===== src/rtl/weighted_rr_arbiter.sv =====
// Weighted round-robin arbiter: the owner holds a registered one-hot grant for
// up to its programmed weight in cycles, or until it drops its request.
module weighted_rr_arbiter #(
  parameter int NUM_REQUESTORS = 4,
  parameter int WEIGHT_WIDTH   = 4,
  parameter int ID_WIDTH       = $clog2(NUM_REQUESTORS)
) (
  input  logic                                   clk,
  input  logic                                   rst,
  input  logic [NUM_REQUESTORS-1:0]              req,
  input  logic [NUM_REQUESTORS*WEIGHT_WIDTH-1:0] weights,
  output logic [NUM_REQUESTORS-1:0]              grant,
  output logic                                   grant_valid,
  output logic [ID_WIDTH-1:0]                    grant_id,
  output logic [WEIGHT_WIDTH-1:0]                tenure_left
);

  typedef enum logic {IDLE, OWN} state_t;

  state_t                    state, state_n;
  logic [ID_WIDTH-1:0]       owner, owner_n;
  logic [ID_WIDTH-1:0]       ptr, ptr_n;
  logic [ID_WIDTH-1:0]       owner_inc, scan_base, sel;
  logic [WEIGHT_WIDTH-1:0]   count, count_n;
  logic [NUM_REQUESTORS-1:0] grant_n;
  logic                      sel_valid, end_tenure, found;
  int unsigned               idx;
  logic [WEIGHT_WIDTH-1:0]   w_eff [NUM_REQUESTORS];

  always_comb begin
    for (int unsigned i = 0; i < NUM_REQUESTORS; i++) begin
      w_eff[i] = weights[i*WEIGHT_WIDTH +: WEIGHT_WIDTH];
      if (w_eff[i] == '0) w_eff[i] = WEIGHT_WIDTH'(1);
    end
  end

  always_comb begin
    owner_inc = (owner == ID_WIDTH'(NUM_REQUESTORS - 1)) ? '0 : owner + ID_WIDTH'(1);
  end

  // At tenure end the scan already starts from the ptr value being written.
  always_comb begin
    scan_base = (state == OWN) ? owner_inc : ptr;
    sel       = '0;
    found     = 1'b0;
    idx       = 0;
    for (int unsigned i = 0; i < NUM_REQUESTORS; i++) begin
      idx = (32'(scan_base) + i) % NUM_REQUESTORS;
      if (!found && req[idx[ID_WIDTH-1:0]]) begin
        sel   = idx[ID_WIDTH-1:0];
        found = 1'b1;
      end
    end
    sel_valid = |req;
  end

  always_comb begin
    state_n    = state;
    owner_n    = owner;
    count_n    = count;
    ptr_n      = ptr;
    grant_n    = grant;
    end_tenure = !req[owner] || (count == WEIGHT_WIDTH'(1));
    case (state)
      IDLE: begin
        grant_n = '0;
        if (sel_valid) begin
          state_n      = OWN;
          owner_n      = sel;
          count_n      = w_eff[sel];
          grant_n[sel] = 1'b1;
        end
      end
      OWN: begin
        if (!end_tenure) begin
          count_n = count - WEIGHT_WIDTH'(1);
        end else begin
          ptr_n   = owner_inc;
          grant_n = '0;
          if (sel_valid) begin
            owner_n      = sel;
            count_n      = w_eff[sel];
            grant_n[sel] = 1'b1;
          end else begin
            state_n = IDLE;
          end
        end
      end
      default: state_n = IDLE;
    endcase
  end

  always_ff @(posedge clk or posedge rst) begin
    if (rst) begin
      state <= IDLE;
      owner <= '0;
      count <= '0;
      ptr   <= '0;
      grant <= '0;
    end else begin
      state <= state_n;
      owner <= owner_n;
      count <= count_n;
      ptr   <= ptr_n;
      grant <= grant_n;
    end
  end

  always_comb begin
    grant_valid = |grant;
    grant_id    = (state == OWN) ? owner : '0;
    tenure_left = (state == OWN) ? count : '0;
  end

endmodule


===== config.mk =====
export PLATFORM = sky130hd
export DESIGN_NAME = weighted_rr_arbiter
export DESIGN_NICKNAME = d
export VERILOG_FILES = /design/src/rtl/weighted_rr_arbiter.sv
export SDC_FILE = /design/constraint.sdc
export NUM_CORES = 1
export LEC_CHECK = 0
export ABC_AREA = 1
export BUFFER_PORTS_ARGS = -buffer_cell sky130_fd_sc_hd__buf_2
export CORE_MARGIN = 2
export CORE_UTILIZATION = 53
export DETAILED_ROUTE_END_ITERATION = 6
export PLACE_DENSITY = 0.8
export SETUP_SLACK_MARGIN = 0.2
export SLEW_MARGIN = 0
export SYNTH_ARGS = -nofsm -noshare
export SYNTH_HDL_FRONTEND = slang
export SYNTH_SLANG_ARGS = --single-unit
export TNS_END_PERCENT = 20

===== constraint.sdc =====
create_clock -name clk -period 2.85 [get_ports clk]
set_input_delay 0.285 -clock clk [delete_from_list [all_inputs] [get_ports clk]]
set_output_delay 0.285 -clock clk [all_outputs]
set_load 0.02 [all_outputs]

# After elaboration in Yosys (flattened, before gate mapping)

Cells that the tools add are included.

Muxes and demuxes: 42
Magnitude comparators: 8
Shift-type cells: 0
Equality and inequality tests: 3
Reductions and logical operators: 16
Bitwise operators: 2
Add/subtract/negate cells: 5
Multiply operators: 0
Divide/modulo/power cells: 0

Operators by type and width:

| kind                                                                  | number |
|---|---|
| 4-bit two-way mux                                                     | 11 |
| 2-bit by 3-bit < comparator with 1-bit output, second input constant  | 6 |
| 2-bit two-way mux                                                     | 9 |
| 4-bit logical NOT                                                     | 4 |
| 4-bit case mux with 2 select lines                                    | 2 |
| 1-bit two-way mux                                                     | 11 |
| 1-bit binary-select mux with 2-bit select                             | 5 |
| 4-bit binary-select mux with 2-bit select                             | 1 |
| 4-bit OR reduction                                                    | 2 |
| 2-bit by 1-bit adder with 2-bit output, second input constant         | 2 |
| 2-bit adder, second input constant                                    | 2 |
| 4-bit by 1-bit equality test with 1-bit output, second input constant | 1 |
| 1-bit logical AND                                                     | 4 |
| 1-bit logical NOT                                                     | 4 |
| 2-bit case mux with 2 select lines                                    | 1 |
| 4-bit by 1-bit subtractor with 4-bit output, second input constant    | 1 |
| 3-bit >= comparator, second input constant                            | 1 |
| 2-bit NOT with 3-bit output                                           | 1 |
| 1-bit demux with 2-bit select                                         | 1 |
| 2-bit equality test, second input constant                            | 1 |
| 2-bit by 1-bit >= comparator with 1-bit output, second input constant | 1 |
| 2-bit by 1-bit != test with 1-bit output, second input constant       | 1 |
| 1-bit case mux with 2 select lines                                    | 1 |
| 2-bit AND reduction                                                   | 1 |
| 2 further kinds                                                       | 2 |

Memory bits (read-only): 0
Input bits: 22
Memories: 0
Flip-flop bits (word level): 13
Logic and storage cells: 81
Bits in latches: 0
RAM bits: 0
Output and inout bits: 11

# Logic depth before layout (Yosys ltp)

Word-level depth: 22
Gate-level depth with buffers: 19
Depth with buffers taken out: 18

# Worst setup path before layout

No wires, ideal clock.

Path type: register to register
From: reg owner[0]
To: reg count[1]
Arrival: 1.954 ns
Cell stages (with the launch flop): 19
Library setup time: 0.117 ns
Path buffers: 1
Clock period less this slack: 2.071 ns
Slack: 0.779 ns
Data required time: 2.733 ns
Cells stage by stage: dfrtp_1 -> ha_1 -> inv_1 -> nand2_1 -> nand2_1 -> nand2_1 -> nand2_2 -> nand2_2 -> nand2_4 -> nand2_2 -> nand2_1 -> nand3_2 -> nand2_2 -> buf_6 -> inv_2 -> nand2_1 -> nand3_1 -> nand3_1 -> nand2_1

Word-level cells in the longest chain between the ends: 22
Elaborated cells between the ends (all ways): 39
Those cells by class: add/sub: 4; eq/ne: 1; mux: 25; bitwise: 1; reduce/logical: 8

RTL lines:

| what                                                                            | RTL line | source |
|---|---|---|
| start: declaration                                                              | 21       | `logic [ID_WIDTH-1:0] owner, owner_n;` |
| start signal: assignment                                                        | 102      | `owner <= owner_n;` |
| 2-bit by 1-bit adder with 2-bit output or 2-bit equality test (tied branches)   | 38       | `owner_inc = (owner == ID_WIDTH'(NUM_REQUESTORS - 1)) ? '0 : owner + ID_WIDTH'(1);` |
| 2-bit two-way mux (*)                                                           | 38       |  |
| named net owner_inc[1]                                                          | 23       | `logic [ID_WIDTH-1:0] owner_inc, scan_base, sel;` |
| 2-bit two-way mux (*)                                                           | 43       | `scan_base = (state == OWN) ? owner_inc : ptr;` |
| branches (longest 11 deep; another with 2-bit by 1-bit adder with 2-bit output) | n/a      |  |
| 2-bit two-way mux (*)                                                           | 49       | `if (!found && req[idx[ID_WIDTH-1:0]]) begin` |
| 2-bit NOT with 3-bit output (implied by the code) (*)                           | 70, 82   |  |
| 4-bit binary-select mux with 2-bit select (*)                                   | 70, 82   |  |
| 4-bit two-way mux (implied by the code) (*) (2 in series)                       | 70, 82   |  |
| 4-bit two-way mux (*)                                                           | 67, 80   |  |
| 4-bit two-way mux                                                               | 75       | `if (!end_tenure) begin` |
| 4-bit case mux with 2 select lines (*)                                          | 64       | `case (state)` |
| named net count_n[1]                                                            | 24       | `logic [WEIGHT_WIDTH-1:0] count, count_n;` |
| end signal: assignment                                                          | 103      | `count <= count_n;` |
| end: declaration                                                                | 24       |  |

Mark *: on every way through the listed nets, which the timed path passes. The select of a mux whose other input is x is not followed.
A chain may end at the register's enable or synchronous reset.

# Worst setup path in the final report

Ends and elaborated chain as after synthesis.

==> reports/results.txt <==
Crit-path cells - ha_1 > inv_1 > nand2_1 > nand2_1 > nand2_1 > nand2_2 > nand2_2 > nand2_4 > nand2_2 > nand2_1 > nand3_2 > nand2_2 > inv_2 > nand2_1 > nand3_1 > nand3_1 > nand2_1
Chip Width - 53.8 µm
Total negative slack - 0 ps
Relative slew slack - 67.5%
CP max stage delay - 430 ps
Worst-path clk slew - 80 ps
Area delta synth->final - 13.9%
CP top delay family - simple AND/OR/NAND/NOR gates
CP max stage cell - dfrtp_1
Pins Over Slew Limit - 0
Synth warn - 0
CTS Buf Count - 3
DR vias - 1379
Remaining DRCs - 0
Max-cap violations - 0
First-pass GRT wire length - 4930 µm
Final Hold Vio Count - 0
# fillers - 245
Crit path from - owner[0]$_DFFE_PP0P_
Fmax - 436 MHz
Hold WC Path Type - input port to asynchronous set/reset pin
DR pass1 iterations - 4
Register area share after synthesis - 24.8%
Most frequent cell on the critical path - nand2_1
Starting Density - 54.5%
# setup viols final - 0
# IOs - 33
Antenna diodes - 0
Status - complete, no violations
Req. time, crit path - 3030 ps
Routed WL - 2920 µm
Root Driver - clkbuf_4
Layout cells sized above 1 - 26.4%
CTS tree - done
Clock Sinks - 13
Vias in the first global route - 1186
Slew @ Worst Pin - 487 ps
Post-synth top area share - 24.8%
# port buffers - 32
Routed length per instance - 10.9 µm
Clock Latency Late Sink - 290 ps
CP Buf/Inv Count - 2
Syn Inst Count - 206
Yosys cell types - 26
Post-CTS setup buffers - 0
Minimum clock period after layout - 2290 ps
Largest net degree at the start of global routing - 14
Dpl hpwl - 2380 µm
Reg-to-reg startpoint - owner[0]$_DFFE_PP0P_
Pwr Density - 1420 nW/µm²
Final Skew - 3.53 ps
DRT antenna net count - 0
H-tree Lvls - 1
All-Layer GR Usage - 23.4%
GR Overflow Total - 0
Crit start category - register
Maximum buffer depth of the clock tree - 2
1st-iter DRT viols - 24
Tcrit/Tclk final - 80.4%
Final GP Congestion - 0.845
Ranking of synthesized cells by area - dfrtp_1 25%, nand2_1 18%, nand3_1 12%
Resized cells post-CTS - 0
Synth Area per Inst - 6.37 µm²
Initial antenna violation count - 0
Layout net count - 265
Max VDD drop - 0.000941 V
Die area - 2890 µm²
CP max FO - 11
Core ar. - 2410 µm²
RSZ-0062 raised after global routing - no
Critical path type - register to register
Vias per cell - 5.13
Crit end category - register
Yosys top cell by area - dfrtp_1
Die Y - 53.8 µm
Seq cells post-synth - 13
LEAKAGE - 0.881 nW
Critical Path AT - 2480 ps
Final non-filler cell total - 269
CTS Hold Bufs - 0
Std cell rows - 18
Post-placement cell count - 265
Post-Syn Area - 1310 µm²
Syn Nets - 231
## registers in the layout (all words and copies together) (netlist names)
name and count:
ptr 2, state 1, count 4, grant 4
owner 2
## synthesized netlist by cell type
cell	n
a21boi_1	1
a21oi_1	3
buf_12	1
buf_6	2
dfrtp_1	13
ha_1	3
inv_1	33
inv_2	2
inv_4	1
nand2_1	63
nand2_2	15
nand2_4	5
nand3_1	32
nand3_2	1
nand4_1	3
nand4_4	1
nor2_1	3
nor2_4	1
nor3_1	5
nor4_1	1
o211ai_1	1
o21a_1	1
o21ai_0	8
o21ai_1	2
o22ai_1	4
or2_2	1
## kinds of logic after synthesis
logic type | synth area share, %
adders and majority gates | 2.86
buffers and inverters | 13.7
AOI/OAI and AO/OA | 8.58
and+or+nand+nor | 50.0
DFF | 24.8
## final timing paths
check	to	slack, ps	cells past startpoint
setup / recovery	count[1]$_DFF_PP0_	560	17
hold / removal	count[0]$_DFF_PP0_	0.7	2
setup reg to reg	count[1]$_DFF_PP0_	560	17
hold reg to reg	ptr[1]$_DFFE_PP0P_	580	2
max in group asynchronous	owner[0]$_DFFE_PP0P_	2520	2
min in group clk	count[2]$_DFF_PP0_	350	5
## per-stage QoR
stage	utilization [%]	area, µm²	setup slack, ps	hold WS [ps]	total power [W]
after detailed placement	60.9	1470	577	330	0.00200
after global placement	60.9	1470	619	331	0.00200
after floorplan	-	1310	779	162	0.00174
final	62.0	1500	558	0.714	0.00213
after CTS	62.0	1500	569	15.5	0.00213
after global routing	62.0	1500	255	50.5	0.00238
## layer usage
layer	GRT usage [%]	vias to the layer above	share of wire (%)
li1	-	730	-
met1	30.7	607	47
met2	39.6	39	47
met3	5.00	3	5.4
met4	4.27	0	0.48
met5	0	-	0
## placed cells by master (no fill, tap or decap), types with 2 or more instances in the layout
| cell | n |
|---|---|
| nand4_1 | 3 |
| ha_1 | 3 |
| buf_2 | 32 |
| nor2_1 | 3 |
| nand3_1 | 32 |
| o21ai_0 | 8 |
| clkbuf_4 | 3 |
| nand2_4 | 5 |
| inv_1 | 33 |
| inv_2 | 2 |
| nand2_1 | 63 |
| o22ai_1 | 4 |
| o21ai_1 | 2 |
| nor3_1 | 5 |
| nand2_2 | 15 |
| dfrtp_1 | 13 |
| a21oi_1 | 3 |
## report_power, final
group	internal, W	switching (W)
Clock	0.0000523	0.0000653
Sequential	0.000276	0.0000624
Combinational	0.000550	0.00112
## area by class of cell
| type | instances | area, µm² | share of cell area [%] |
|---|---|---|---|
| well taps | 30 | 37.5 | 2.51 |
| flip-flops and latches | 13 | 325 | 21.8 |
| repair buffers | 32 | 160 | 10.7 |
| multi-input cells | 154 | 807 | 54.0 |
| clock buffers | 3 | 22.5 | 1.51 |
| inverters | 36 | 138 | 9.21 |
| clock inverters | 1 | 5.00 | 0.335 |
Note: power is estimated with default switching activity, not from simulation.
